<file path="src/rtl/twin_pkg.sv">
// Shared types and helpers for the twin ADC fault detector.
package twin_pkg;

   typedef enum logic [1:0] {
      IDLE    = 2'd0,
      COLLECT = 2'd1,
      COMPARE = 2'd2,
      DONE    = 2'd3
   } state_t;

   localparam int DATA_W_DEF = 12;

   // Widest sample the difference helper supports; narrower samples are zero-extended.
   localparam int DIFF_MAX_W = 16;

   // Unsigned absolute difference; the signed intermediate makes the sign test explicit.
   function automatic logic [DIFF_MAX_W-1:0] diff_abs(input logic [DIFF_MAX_W-1:0] a,
                                                      input logic [DIFF_MAX_W-1:0] b);
      logic signed [DIFF_MAX_W:0] d;
      d = $signed({1'b0, a}) - $signed({1'b0, b});
      return (d < 0) ? DIFF_MAX_W'(-d) : DIFF_MAX_W'(d);
   endfunction

endpackage

</file>
<file path="src/rtl/twin_fault_detect_sample_hold.sv">
// One-entry holding register for a single ADC channel with full/overrun tracking.
module sample_hold
   import twin_pkg::*;
#(
   parameter int DATA_W = DATA_W_DEF
) (
   input  logic              clk,
   input  logic              rst,
   input  logic              clr,
   input  logic              accept,
   input  logic              drain,
   input  logic              valid,
   input  logic [DATA_W-1:0] sample,
   output logic [DATA_W-1:0] data,
   output logic              full,
   output logic              overrun
);

   // Control: a drain cycle empties the hold but still takes a sample arriving in that same cycle.
   always_ff @(posedge clk) begin
      if (rst || clr) begin
         full    <= 1'b0;
         overrun <= 1'b0;
      end else if (accept) begin
         if (drain) begin
            full <= valid;
         end else if (valid) begin
            if (full) overrun <= 1'b1;
            else      full    <= 1'b1;
         end
      end
   end

   // Data: capture only into an empty (or emptying) hold; a sample landing on a full hold is dropped.
   always_ff @(posedge clk) begin
      if (accept && valid && (drain || !full)) data <= sample;
   end

endmodule

</file>
<file path="src/rtl/twin_fault_detect.sv">
// Window-based comparison of a circuit-under-test ADC stream against its healthy twin.
module twin_fault_detect
   import twin_pkg::*;
#(
   parameter int  DATA_W = DATA_W_DEF,
   parameter int  WINDOW = 10,
   parameter int  THRESH = 64,
   parameter int  CONSEC = 3,
   localparam int CNT_W  = $clog2(WINDOW + 1),
   localparam int RUN_W  = $clog2(CONSEC + 1)
) (
   input  logic              clk,
   input  logic              rst,
   input  logic              start,
   input  logic [DATA_W-1:0] sample_a,
   input  logic              valid_a,
   input  logic [DATA_W-1:0] sample_b,
   input  logic              valid_b,
   output logic              busy,
   output logic              done,
   output logic              fault,
   output logic              overrun,
   output logic [CNT_W-1:0]  mismatch_cnt,
   output logic [DATA_W-1:0] max_diff
);

   state_t              state_q, state_d;
   logic [DATA_W-1:0]   hold_a, hold_b;
   logic                full_a, full_b, ovr_a, ovr_b;
   logic                clr, accept, drain, last_pair;
   logic [CNT_W-1:0]    pair_cnt;
   logic [RUN_W-1:0]    run_cnt, run_next_p0;
   logic [DATA_W-1:0]   diff_p0;
   logic                hit_p0;

   // Run length of consecutive mismatches, pinned at CONSEC once reached.
   function automatic logic [RUN_W-1:0] sat_run(input logic [RUN_W-1:0] r);
      return (r >= RUN_W'(CONSEC)) ? RUN_W'(CONSEC) : r + RUN_W'(1);
   endfunction

   assign clr     = (state_q == IDLE) && start;
   assign accept  = (state_q == COLLECT) || (state_q == COMPARE);
   assign drain   = (state_q == COMPARE);
   assign busy    = accept;
   assign done    = (state_q == DONE);
   assign overrun = ovr_a | ovr_b;

   sample_hold #(.DATA_W(DATA_W)) u_hold_a (
      .clk(clk), .rst(rst), .clr(clr), .accept(accept), .drain(drain),
      .valid(valid_a), .sample(sample_a), .data(hold_a), .full(full_a), .overrun(ovr_a)
   );

   sample_hold #(.DATA_W(DATA_W)) u_hold_b (
      .clk(clk), .rst(rst), .clr(clr), .accept(accept), .drain(drain),
      .valid(valid_b), .sample(sample_b), .data(hold_b), .full(full_b), .overrun(ovr_b)
   );

   // Stage p0: difference of the held pair, evaluated during COMPARE
   assign diff_p0     = DATA_W'(diff_abs(DIFF_MAX_W'(hold_a), DIFF_MAX_W'(hold_b)));
   assign hit_p0      = diff_p0 > DATA_W'(THRESH);
   assign run_next_p0 = hit_p0 ? sat_run(run_cnt) : '0;
   assign last_pair   = (pair_cnt == CNT_W'(WINDOW - 1));

   // State register.
   always_ff @(posedge clk) begin
      if (rst) state_q <= IDLE;
      else     state_q <= state_d;
   end

   // Next state: COMPARE is entered on the same edge that fills the second hold.
   always_comb begin
      state_d = state_q;
      case (state_q)
         IDLE:    if (start) state_d = COLLECT;
         COLLECT: if ((full_a || valid_a) && (full_b || valid_b)) state_d = COMPARE;
         COMPARE: state_d = last_pair ? DONE : COLLECT;
         DONE:    state_d = IDLE;
         default: state_d = IDLE;
      endcase
   end

   // Window statistics: cleared on reset or window start, updated once per COMPARE.
   always_ff @(posedge clk) begin
      if (rst || clr) begin
         pair_cnt     <= '0;
         run_cnt      <= '0;
         mismatch_cnt <= '0;
         max_diff     <= '0;
         fault        <= 1'b0;
      end else if (state_q == COMPARE) begin
         pair_cnt <= pair_cnt + CNT_W'(1);
         run_cnt  <= run_next_p0;
         if (hit_p0)                          mismatch_cnt <= mismatch_cnt + CNT_W'(1);
         if (diff_p0 > max_diff)              max_diff     <= diff_p0;
         if (run_next_p0 == RUN_W'(CONSEC))   fault        <= 1'b1;
      end
   end

endmodule

</file>
<file path="config.mk">
export PLATFORM = sky130hd
export DESIGN_NAME = twin_fault_detect
export DESIGN_NICKNAME = d
export VERILOG_FILES = /design/src/rtl/twin_pkg.sv /design/src/rtl/twin_fault_detect_sample_hold.sv /design/src/rtl/twin_fault_detect.sv
export SDC_FILE = /design/constraint.sdc
export NUM_CORES = 1
export LEC_CHECK = 0
export CORE_MARGIN = 2
export CORE_UTILIZATION = 35
export CTS_CLUSTER_DIAMETER = 50
export DETAILED_ROUTE_END_ITERATION = 16
export GPL_TIMING_DRIVEN = 0
export PLACE_DENSITY = 0.63
export SLEW_MARGIN = 20
export SYNTH_ARGS = -nofsm -noshare
export SYNTH_HDL_FRONTEND = slang
export SYNTH_SLANG_ARGS = --single-unit
</file>
<file path="constraint.sdc">
create_clock -name clk -period 11.91 [get_ports clk]
set_clock_uncertainty 0.05 [all_clocks]
set_input_delay 1.7865 -clock clk [delete_from_list [all_inputs] [get_ports clk]]
set_output_delay 1.7865 -clock clk [all_outputs]
set_load 0.005 [all_outputs]
</file>
==> qor.yml <==
ir_worst_vdd_v: 0.000132
yosysMostFrequentCell: "inv_1"
drv_slew: 0
core_um2: 9730
async_flop_share_pct: 0
synth_area_leaders: "edfxtp_1 21%, dfxtp_1 17%, ha_1 12%"
netlist.area_leader.share_pct: 20.6
dieArea_um2: 10800
power.density_nw_per_um2: 240
synth_seq_cells: 53
postRouteAntennaNets: 0
worstPathArrival_ns: 5.39
maxCapViolations: 0
grt_first_pass_wirelength_mm: 12.4
die_x_um: 104
gr-total-overflow: 0
wl_mm: 7.40
grtUsageTotal_pct: 13.9
yosysUniqueCellTypes: 64
initial_core_util_pct: 35.9
worst_pin_slew_ns: 0.682
seq_area_frac_synth_pct: 37.2
cts_resized: 0
yosysWarnings: 0
hold_path_depth: 2
via_count: 2880
rrSetupSlack_ns: 6.68
grt_antenna_before_repair: 0
drt_iter0_drc: 144
worst_skew_pair.late_latency_ns: 0.31
holdPathEnd: "u_hold_a.full"
grt_max_degree: 17
status: "complete, no violations"
first_pass_iters: 4
worstReg2RegStart: "u_hold_a.data[0]"
die_y_um: 104
crit_type: "flop to flop"
via_per_inst: 5.20
hold_start: "u_hold_a.full"
hp-class: "flop to flop"
clkSlewWorstSetupHoldPaths_ns: 0.10
syn2layout_area_growth_pct: 21.1
diodes: 0
rsz0062_at_grt: "no"
fin_nets: 483
endpoint_kind: "flop"
grt_pass1_vias: 2746
critPathMaxFanout: 10
ys.flop_type: "dfxtp_1"
route.detailed.drc: 0
synth.avg_cell_area_um2: 9.57
hold_buffers: 0
cts_tree: "built"
ios: 49
r2r_cells: 20
netlist_instances: 365
cts_root_buf: "clkbuf_8"
syn-cell-area_um2: 3490
fmax_ghz: 0.191
cts_buffers: 5
gp_congestion: 0.858
finalHoldViolations: 0
cts_max_path_buffers: 2
cts_sinks: 53
detail_route.wl_per_cell_um: 13.4
drive_above_1_share_pct: 6.18
worst_ep_required_time_ns: 12.07
synth_common_cells: "34 x inv_1, 33 x ha_1, 29 x dfxtp_1"
port_buffers: 48
dp_hpwl_mm: 5.74
setup_viol: 0
reg2reg_to: "max_diff[7]"
relSlewSlack_pct: 54.5
setup.worst_path.start_class: "flop"
synth_edf_count: 24
post_cts_buffers: 0
std_cell_rows: 36
yosysTopAreaCell: "edfxtp_1"
cts-htree-levels: 2
finalCritPeriodShare_pct: 43.9
finalSetupTns_ns: 0
finalPower_mw: 1.02
synth_nets: 428
finalWorstPathRequiredPeriod_ns: 5.23
leakagePower_nw: 1.58
[report_power, final]
part / total, mW / switching [mW] / internal (mW)
Combinational: 0.673 / 0.407 / 0.266
Sequential: 0.241 / 0.0152 / 0.226
Clock: 0.102 / 0.0610 / 0.0408
[per-layer routing]
metal | vias up | part of all wire [%] | track usage [%]
met3 | 11 | 4.1 | 2.57
li1 | 1467 | - | -
met2 | 70 | 47 | 23.8
met4 | 0 | 1.3 | 5.12
met1 | 1332 | 48 | 17.5
met5 | - | 0 | 0
[final cells by class]
cell class              instances  area, um^2
clock buffers                   5        68.8
inverters                      35         131
clock inverters                 3        17.5
plain buffers                  13        51.3
repair buffers                 48         480
multi-input cells             264        2010
flip-flops and latches         53        1300
fillers                       960        5500
well taps                     133         166
[cell families after synthesis]
logic type	share of synthesized area [%]
flops	37.2
fa+ha+maj	12.4
mux	1.15
compound gates	20.3
xor+xnor	6.09
simple gates	17.5
buf+inv	5.23
[worst max-delay path, stage by stage (launching register included)]
cell	delay, ns
edfxtp_1	0.37
inv_1	0.06
ha_1	0.17
inv_1	0.06
fa_1	0.41
a21o_1	0.22
a221o_2	0.41
xor2_2	0.20
a2111oi_4	0.39
nor3b_2	0.23
a21o_1	0.15
xnor2_1	0.16
clkbuf_1	0.35
ha_1	0.33
nand3_1	0.12
a21oi_1	0.07
o311ai_0	0.54
o221a_1	0.27
buf_2	0.23
nor3_4	0.09
o31ai_1	0.25
[placed cells by master (no fill, tap or decap), drive strengths merged, types with 10 or more instances in the layout]
master,n
ha,33
xnor2,12
edfxtp,24
a21oi,18
o21ai,10
clkbuf,16
inv,34
nand2,22
a211oi,18
nor2,20
clkdlybuf4s50,48
dfxtp,29
[worst max path at each step]
stage               depth (start not counted)  slack (ns)           to        startpoint
detailed placement                         20        6.75  max_diff[7]  u_hold_a.data[0]
floorplan                                  20        7.45  max_diff[0]  u_hold_a.data[0]
finish                                     20        6.68  max_diff[7]  u_hold_a.data[0]
CTS                                        20        6.72  max_diff[7]  u_hold_a.data[0]
global placement                           20        6.82  max_diff[7]  u_hold_a.data[0]
global route                               20        6.33  max_diff[7]  u_hold_a.data[0]
[stage by stage]
step	instances	util, %	hold WS [ns]	setup WS [ns]	cell area (um^2)
final	554	43.5	0.431	6.68	4230
after global placement	546	42.6	0.397	6.82	4140
after CTS	554	43.4	0.425	6.72	4230
after global routing	554	43.5	0.457	6.33	4230
after floorplan	365	-	0.379	7.45	3490
after detailed placement	546	42.6	0.411	6.75	4140
[state kept, by name, indices dropped and copies added, names as in the netlist]
signal	cells
fault	1
max_diff	12
mismatch_cnt	4
pair_cnt	4
run_cnt	2
state_q	2
u_hold_a.data	12
u_hold_a.full	1
u_hold_a.overrun	1
u_hold_b.data	12
u_hold_b.full	1
u_hold_b.overrun	1
Note: power is estimated with default switching activity, not from simulation.
